File: config.mk
export PLATFORM = sky130hd
export DESIGN_NAME = rr_arb4_flat
export DESIGN_NICKNAME = d
export VERILOG_FILES = /design/src/rtl/rr_arb4_pkg.sv /design/src/rtl/rr_arb4_if.sv /design/src/rtl/rr_arb4_onehot_dec2.sv /design/src/rtl/rr_arb4.sv /design/src/flat_wrapper.sv
export SDC_FILE = /design/constraint.sdc
export NUM_CORES = 1
export LEC_CHECK = 0
export BUFFER_PORTS_ARGS = -buffer_cell sky130_fd_sc_hd__buf_2
export CORE_AREA = 3 3 40 42
export CTS_BUF_LIST = sky130_fd_sc_hd__clkbuf_2 sky130_fd_sc_hd__clkbuf_4 sky130_fd_sc_hd__clkbuf_8
export CTS_CLUSTER_SIZE = 24
export DETAILED_ROUTE_END_ITERATION = 7
export DIE_AREA = 0 0 43 45
export HOLD_SLACK_MARGIN = 0.15
export RECOVER_POWER = 50
export SYNTH_ARGS = -nofsm -noshare
export SYNTH_HDL_FRONTEND = slang
export SYNTH_SLANG_ARGS = --single-unit
File: constraint.sdc
create_clock -name clk -period 1.4 [get_ports clk]
set_input_delay 0.42 -clock clk [delete_from_list [all_inputs] [get_ports clk]]
set_output_delay 0.42 -clock clk [all_outputs]
set_load 0.02 [all_outputs]
File: src/rtl/rr_arb4_pkg.sv
// Shared types, widths and helpers for the 4-requester round-robin arbiter.
//   NUM_REQ     : number of requesters
//   ID_W        : width of a requester index
//   req_id_t    : requester index type
//   arb_state_t : arbiter FSM state
//   rr_pick     : round-robin winner selection starting after the last owner
package rr_arb4_pkg;

  localparam int unsigned NUM_REQ = 4;
  localparam int unsigned ID_W    = 2;

  typedef logic [ID_W-1:0] req_id_t;

  typedef enum logic [0:0] {
    IDLE  = 1'b0,
    GRANT = 1'b1
  } arb_state_t;

  // First set request bit scanning last+1, last+2, last+3, last+4 (mod 4).
  // Scanned from the far end so the nearest candidate is assigned last and wins.
  // The index wraps naturally in ID_W bits. Returns last when req is empty.
  function automatic req_id_t rr_pick(input logic [NUM_REQ-1:0] req,
                                      input req_id_t            last);
    req_id_t idx;
    req_id_t win;
    win = last;
    for (int k = NUM_REQ; k >= 1; k--) begin
      idx = last + ID_W'(k);
      if (req[idx]) begin
        win = idx;
      end
    end
    return win;
  endfunction

endpackage

File: src/rtl/rr_arb4_if.sv
// Request/grant bundle between up to four masters and the arbiter.
//   req       : request vector, one bit per requester
//   gnt       : one-hot grant, all-zero when idle
//   gnt_valid : high while any grant is active
//   gnt_id    : index of current or last owner
//   timeout   : one-cycle pulse on forced release
// Modports: master = requester side, slave = arbiter side.
interface rr_arb4_if;
  import rr_arb4_pkg::*;

  logic [NUM_REQ-1:0] req;
  logic [NUM_REQ-1:0] gnt;
  logic               gnt_valid;
  req_id_t            gnt_id;
  logic               timeout;

  modport master (
    output req,
    input  gnt,
    input  gnt_valid,
    input  gnt_id,
    input  timeout
  );

  modport slave (
    input  req,
    output gnt,
    output gnt_valid,
    output gnt_id,
    output timeout
  );

endinterface

File: src/rtl/rr_arb4_onehot_dec2.sv
// Combinational 2-to-4 one-hot decoder.
//   id     : input index
//   onehot : output vector with bit id set
module onehot_dec2
  import rr_arb4_pkg::*;
(
  input  req_id_t            id,
  output logic [NUM_REQ-1:0] onehot
);

  always_comb begin
    onehot = '0;
    onehot[id] = 1'b1;
  end

endmodule

File: src/rtl/rr_arb4.sv
// Four-requester round-robin arbiter. The grant is held until the owner drops
// its request. There is always at least one idle cycle between owners.
// With RR_ARB4_TIMEOUT_EN defined, a grant held for MAX_HOLD cycles is forcibly
// released, and timeout pulses for one cycle.
//   clk : clock, rising edge
//   rst : synchronous reset, active-high
//   bus : rr_arb4_if.slave (req in; gnt, gnt_valid, gnt_id, timeout out)
// Parameter MAX_HOLD (2..255): hold limit, used only with RR_ARB4_TIMEOUT_EN.
module rr_arb4
  import rr_arb4_pkg::*;
#(
  parameter int unsigned MAX_HOLD = 8
) (
  input  logic       clk,
  input  logic       rst,
  rr_arb4_if.slave   bus
);

  localparam int unsigned CNT_W = 8;

  // Reject an out-of-range hold limit at elaboration.
  if (MAX_HOLD < 2 || MAX_HOLD > 255) begin : g_bad_max_hold
    $error("rr_arb4: MAX_HOLD must be in 2..255");
  end

  arb_state_t          state_q, state_d;
  req_id_t             gnt_id_q, gnt_id_d;
  req_id_t             last_q, last_d;
  logic [NUM_REQ-1:0]  dec_gnt;

`ifdef RR_ARB4_TIMEOUT_EN
  logic [CNT_W-1:0]    hold_cnt_q, hold_cnt_d;
  logic                timeout_q, timeout_d;
`endif

  // Next-state and arbitration.
  always_comb begin
    state_d  = state_q;
    gnt_id_d = gnt_id_q;
    last_d   = last_q;
`ifdef RR_ARB4_TIMEOUT_EN
    hold_cnt_d = hold_cnt_q;
    timeout_d  = 1'b0;
`endif
    case (state_q)
      IDLE: begin
        if (|bus.req) begin
          gnt_id_d = rr_pick(bus.req, last_q);
          state_d  = GRANT;
`ifdef RR_ARB4_TIMEOUT_EN
          hold_cnt_d = '0;
`endif
        end
      end
      GRANT: begin
        if (!bus.req[gnt_id_q]) begin
          last_d  = gnt_id_q;
          state_d = IDLE;
        end
`ifdef RR_ARB4_TIMEOUT_EN
        // The counter reads MAX_HOLD-1 during the MAX_HOLD-th grant cycle.
        else if (hold_cnt_q == CNT_W'(MAX_HOLD - 1)) begin
          last_d    = gnt_id_q;
          state_d   = IDLE;
          timeout_d = 1'b1;
        end else begin
          hold_cnt_d = hold_cnt_q + CNT_W'(1);
        end
`endif
      end
      default: state_d = IDLE;
    endcase
  end

  // State registers; last resets to 3 so requester 0 is first in line.
  always_ff @(posedge clk) begin
    if (rst) begin
      state_q  <= IDLE;
      gnt_id_q <= '0;
      last_q   <= req_id_t'(NUM_REQ - 1);
    end else begin
      state_q  <= state_d;
      gnt_id_q <= gnt_id_d;
      last_q   <= last_d;
    end
  end

`ifdef RR_ARB4_TIMEOUT_EN
  // Hold counter and timeout pulse.
  always_ff @(posedge clk) begin
    if (rst) begin
      hold_cnt_q <= '0;
      timeout_q  <= 1'b0;
    end else begin
      hold_cnt_q <= hold_cnt_d;
      timeout_q  <= timeout_d;
    end
  end

  assign bus.timeout = timeout_q;
`else
  assign bus.timeout = 1'b0;
`endif

  onehot_dec2 u_dec (
    .id     (gnt_id_q),
    .onehot (dec_gnt)
  );

  // Grant only while in GRANT. gnt_id keeps the last owner while idle.
  assign bus.gnt       = (state_q == GRANT) ? dec_gnt : '0;
  assign bus.gnt_valid = (state_q == GRANT);
  assign bus.gnt_id    = gnt_id_q;

endmodule

File: src/flat_wrapper.sv
// flat-port wrapper written by rule: the top's interface ports become plain ports
module rr_arb4_flat import rr_arb4_pkg::*;
#(
  parameter int unsigned MAX_HOLD = 8
)
  (clk, rst, bus_req, bus_gnt, bus_gnt_valid, bus_gnt_id, bus_timeout);
  rr_arb4_if bus_i ();
  input  logic clk;
  input  logic rst;
  input wire logic [$bits(bus_i.req)-1:0] bus_req;
  output wire logic [$bits(bus_i.gnt)-1:0] bus_gnt;
  output wire logic [$bits(bus_i.gnt_valid)-1:0] bus_gnt_valid;
  output wire logic [$bits(bus_i.gnt_id)-1:0] bus_gnt_id;
  output wire logic [$bits(bus_i.timeout)-1:0] bus_timeout;
  assign bus_i.req = bus_req;
  assign bus_gnt = bus_i.gnt;
  assign bus_gnt_valid = bus_i.gnt_valid;
  assign bus_gnt_id = bus_i.gnt_id;
  assign bus_timeout = bus_i.timeout;
  rr_arb4 #(.MAX_HOLD(MAX_HOLD)) u_core (.clk(clk), .rst(rst), .bus(bus_i));
endmodule
# Word level (Yosys, flattened, before mapping)
# Cells that the tools add are included.
dict set report classes {
  n_lt_le_gt_ge 5
  bitwise_logic 2
  mux 17
  add_sub_neg 3
  n_reduce_logical 4
}
# op count
set ops {}
lappend ops {{$lt A2 B3 Y1 const B} 4}
lappend ops {{$bmux W1 S2} 4}
lappend ops {{$mux W1} 7}
lappend ops {{$mux W2} 3}
lappend ops {{$add A2 B2 Y2 const B} 2}
lappend ops {{$mux W4} 1}
lappend ops {{$reduce_and A2 Y1} 2}
lappend ops {{$reduce_or A4 Y1} 1}
lappend ops {{$add A2 B1 Y2 const B} 1}
lappend ops {{$demux W1 S2} 1}
lappend ops {{$ge A2 B1 Y1 const B} 1}
lappend ops {{$not A1 Y1} 2}
lappend ops {{$pmux W1 S2} 1}
lappend ops {{$logic_and A1 B1 Y1} 1}
dict set report totals {
  word_cells 34
  ff_bits 5
  input_bits 6
  output_inout_bits 8
}

# Depth between registers and ports, before layout
dict set report depth {
  ltp_word 6
  ltp_mapped 5
}

# Modules after synthesis
# From an unflattened synthesis, not the netlist that was laid out.
dict set report hier_totals {
  cells_unflattened 45
  hier_area_um2 342.8
}
# mod cells_each area_per_inst_um2 seq_area_each_um2 instances
set modules_own_cells {}
lappend modules_own_cells {rr_arb4 41 316.6 100.1 1}
lappend modules_own_cells {onehot_dec2 4 26.3 0.0 1}

# Worst setup path before layout
# Ideal clock, no wire load.
dict set report synth_path {
  path_kind {register -> output}
  from {register u_core.state_q (netlist: u_core.bus.gnt_valid)}
  to {output bus_gnt[0]}
  required_time_ps 980
  setup_slack_ps -109
  path_stages_with_launch 2
  n_path_buf 0
  arrival_ps 1089
  cell_sequence {dfxtp_1 nor3b_1}
}
dict set report synth_via {
  elab_chain_cells 1
}
# item line_no
set synth_rtl {}
lappend synth_rtl {{start, declared} rr_arb4.sv:26} ;# arb_state_t state_q, state_d;
lappend synth_rtl {{start signal, assigned} rr_arb4.sv:82} ;# state_q <= state_d;
lappend synth_rtl {{$mux W4} rr_arb4.sv:111} ;# assign bus.gnt = (state_q == GRANT) ? dec_gnt : '0;
lappend synth_rtl {{end, declared} flat_wrapper.sv:11} ;# output wire logic [$bits(bus_i.gnt)-1:0] bus_gnt;
# No other way between the ends.

# Worst setup path in the final report
dict set report layout_path {
  from {register u_core.gnt_id_q[1] (netlist: u_core.bus.gnt_id[1])}
  to {output bus_gnt[1]}
}
dict set report layout_via {
  elab_chain_cells 5
  word_cells_on_any_way 6
  cone_classes {2 x order compare; 3 x mux; 1 x reduce/logical}
}
# item line_no
set layout_rtl {}
lappend layout_rtl {{start, declared} rr_arb4.sv:27} ;# req_id_t gnt_id_q, gnt_id_d;
lappend layout_rtl {{start signal, assigned} rr_arb4.sv:83} ;# gnt_id_q <= gnt_id_d;
lappend layout_rtl {{$lt A2 B3 Y1 (not written as such) / $ge A2 B1 Y1 (equally long branches)} rr_arb4_onehot_dec2.sv:13} ;# onehot[id] = 1'b1;
lappend layout_rtl {{$logic_and A1 B1 Y1 (not written as such)} rr_arb4_onehot_dec2.sv:13}
lappend layout_rtl {{$mux W1 (not written as such)} rr_arb4_onehot_dec2.sv:13}
lappend layout_rtl {{$demux W1 S2 (*)} rr_arb4_onehot_dec2.sv:13}
lappend layout_rtl {{$mux W4 (*)} rr_arb4.sv:111}
# Mark *: on every way between the ends. The rest lies on a longest branch, timed or not.

==> results.toml <==
[outcome]
status = "finished clean"

[timing]
worst_slack_ns = 0.0479
setup_violations = 0
setup_tns_ns = 0
maxSlewViolCount = 0
grt_setup_unrepaired = "true"
fmax_mhz = 740
fin_crit_ns = 1.35
final.period_utilization_pct = 96.6
hold_viol = 0
clock_skew_ns = 0.00590

[clock_network]
cts-hold-fix-buffers = 0
clk_latency_ns = 0.24
cts_max_path_buffers = 2
numCtsBuffers = 3
cts_tree = "yes"
clk_pin_slew_worst_paths_ns = 0.04
clock-sinks = 5
ctsHtreeMaxLevel = 1
cts_root_buf = "clkbuf_4"

[worst_setup_path]
r2r_end = "u_core.last_q[1]"
endpoint_kind = "output pin"
rr_startpoint = "u_core.bus.gnt_id[0]"
reg2regPathDepth = 4
worst_path_largest_cell_delay_ns = 0.36
slowest_stage = "dfxtp_4"
path_cells = "and3b_1 > buf_6"
startpoint_type = "register"
worstPathMaxFanout = 8
cp_data_arrival_time_ns = 0.93
critPathKind = "reg -> out"
reg2reg_slack_ns = 0.16
critPathRequiredTime_ns = 0.98

[grt]
antenna_found_initial = 0
grt_overflow = 0
grt_usage_pct = 9.10
grt_max_degree = 11
grt_pass1_wl_mm = 1.28
grt_pass1_vias = 318

[power]
power_density_nw_per_um2 = 1160
leakagePower_nw = 0.223
pwr-share-seq_pct = 35.8
clkPwrFrac_pct = 34.0
p_int_uw = 373
p_comb_share_pct = 30.2
peakVddDrop_mv = 0.309
p_sw_share_pct = 32.4
power_switching_uw = 179

[finish]
n_antenna_cell = 0
final_cell_mix = "7 x nor2_1, 7 x buf_2, 6 x buf_4, 5 x nand2_1, 4 x clkbuf_4"
drive_gt1_share_pct = 36.1
fin_nets = 68
fin_util_pct = 37.0
layout.cells.non_filler = 76
area_growth_pct = 46.7

[synth]
yosysSeqAreaShare_pct = 30.9
synth_fp_nets = 49
synth_xor_area_share_pct = 0
ys_types = 24
synth_top_family_by_area = "simple AND/OR/NAND/NOR gates"
synth-simple-area-share_pct = 35.1
yosys.area_share.adder_pct = 0
synth_cells = 43
synth-compound-area-share_pct = 20.5
netlist_area_um2 = 324
syn_area_per_cell_um2 = 7.54
synth_seq_cells = 5
yosys_warnings = 0
synthMuxAreaShare_pct = 6.18

[place]
dp.cells = 69
hpwlAfterDp_um = 594
gp_congestion = 0.770
numPortBuffers = 12
dp_slack_ns = 0.00651

[die]
design.portCount = 14
fp.dieH_um = 45
die_area_um2 = 1940
die_x_um = 43
core_area_um2 = 1280
rows = 13
start_util_pct = 25.2

[route]
drc_errors = 0
vias = 359
final_antenna_net_count = 0
wl_per_cell_um = 10.6
drtIter0Drc = 6
wirelength_um = 805
via_per_inst = 4.72
drt-pass1-iter-count = 4

[min_path]
min_from = "rst"
hold_end = "u_core.bus.gnt_id[0]"
hold_depth = 2
worstHoldPathType = "in -> reg"

[job]
cap_violations = 0
==> worst max-delay path, delay by kind of cell, from the launching register on <==
kind / cells / cell delay, ns
and+or+nand+nor: 1 / 0.22
DFF: 1 / 0.36
buffers and inverters: 1 / 0.12
==> stage by stage <==
step                area [µm²]  total power, mW  hold slack [ns]
finish                     475            0.552            0.401
detailed placement         403            0.343            0.530
floorplan                  329            0.294            0.485
global placement           403            0.344            0.536
global route               475            0.595            0.393
CTS                        442            0.541            0.396
==> synth_stat cells <==
| cell | instances | area share [%] |
|---|---|---|
| a31oi_1 | 1 | 1.9 |
| o21ai_0 | 1 | 1.5 |
| a311oi_1 | 2 | 5.4 |
| nor2_1 | 7 | 8.1 |
| inv_1 | 2 | 2.3 |
| nor2b_1 | 1 | 1.9 |
| nand2_1 | 5 | 5.8 |
| nor3b_1 | 1 | 2.3 |
| buf_2 | 1 | 1.5 |
| o221ai_1 | 1 | 2.7 |
| nand3b_1 | 2 | 4.6 |
| a211oi_1 | 1 | 2.3 |
| mux2i_1 | 2 | 6.2 |
| o22ai_1 | 2 | 3.9 |
| and3b_1 | 1 | 2.7 |
| nor3_1 | 1 | 1.5 |
| conb_1 | 1 | 1.2 |
| dfxtp_1 | 5 | 31 |
| a211o_1 | 1 | 2.7 |
| buf_4 | 1 | 2.3 |
| and3_1 | 1 | 1.9 |
| or3_1 | 1 | 1.9 |
| nor4_1 | 1 | 1.9 |
| or2b_1 | 1 | 2.3 |
==> power by group through the flow <==
stage / Sequential (mW) / Clock, mW / Combinational [mW]
global placement: 0.204 / 0 / 0.140
detailed placement: 0.203 / 0 / 0.140
global route: 0.204 / 0.208 / 0.183
finish: 0.198 / 0.188 / 0.167
floorplan: 0.200 / 0 / 0.0936
CTS: 0.203 / 0.194 / 0.143
==> logic make-up after synthesis <==
kind of cell / count (synthesis)
other: 1
muxes: 2
buffers and inverters: 4
and+or+nand+nor: 22
AOI/OAI and AO/OA: 9
DFF: 5
==> state kept, by name, indices dropped and copies added, names as in the netlist <==
register and count:
u_core.bus.gnt_valid 1, u_core.bus.gnt_id 2, u_core.last_q 2
==> worst max-delay path by stage <==
stage / start / endpoint / slack (ns) / cells past startpoint
2_1_floorplan: u_core.bus.gnt_id[1] / bus_gnt[2] / 0.04 / 2
3_3_place_gp: bus_req[1] / u_core.bus.gnt_id[1] / 0.02 / 5
3_5_place_dp: bus_req[1] / u_core.bus.gnt_valid / 0.007 / 5
4_1_cts: u_core.bus.gnt_id[1] / bus_gnt[2] / 0.004 / 3
5_1_grt: u_core.bus.gnt_id[1] / bus_gnt[2] / -0.03 / 3
6_report: u_core.bus.gnt_id[1] / bus_gnt[1] / 0.05 / 2
==> final cells by class <==
type	instances	area (µm²)
multi-input cells	34	209
flip-flops and latches	5	111
inverters	2	7.51
fillers	135	810
clock buffers	4	30.0
repair buffers	16	98.8
well taps	15	18.8
==> routing by layer <==
layer	wire [µm]	GRT usage, %	up-vias
li1	-	-	192
met1	364	9.95	157
met2	399	15.0	10
met3	40	4.78	0
met4	0	3.61	0
met5	0	0	-
==> timing repair <==
item                                    CTS  global route
cloned                                    0             0
setup buffers                             0             3
gates resized for setup                   5             5
endpoints found under the setup margin    5             4
No activity file was read; power rests on OpenSTA's default activity.
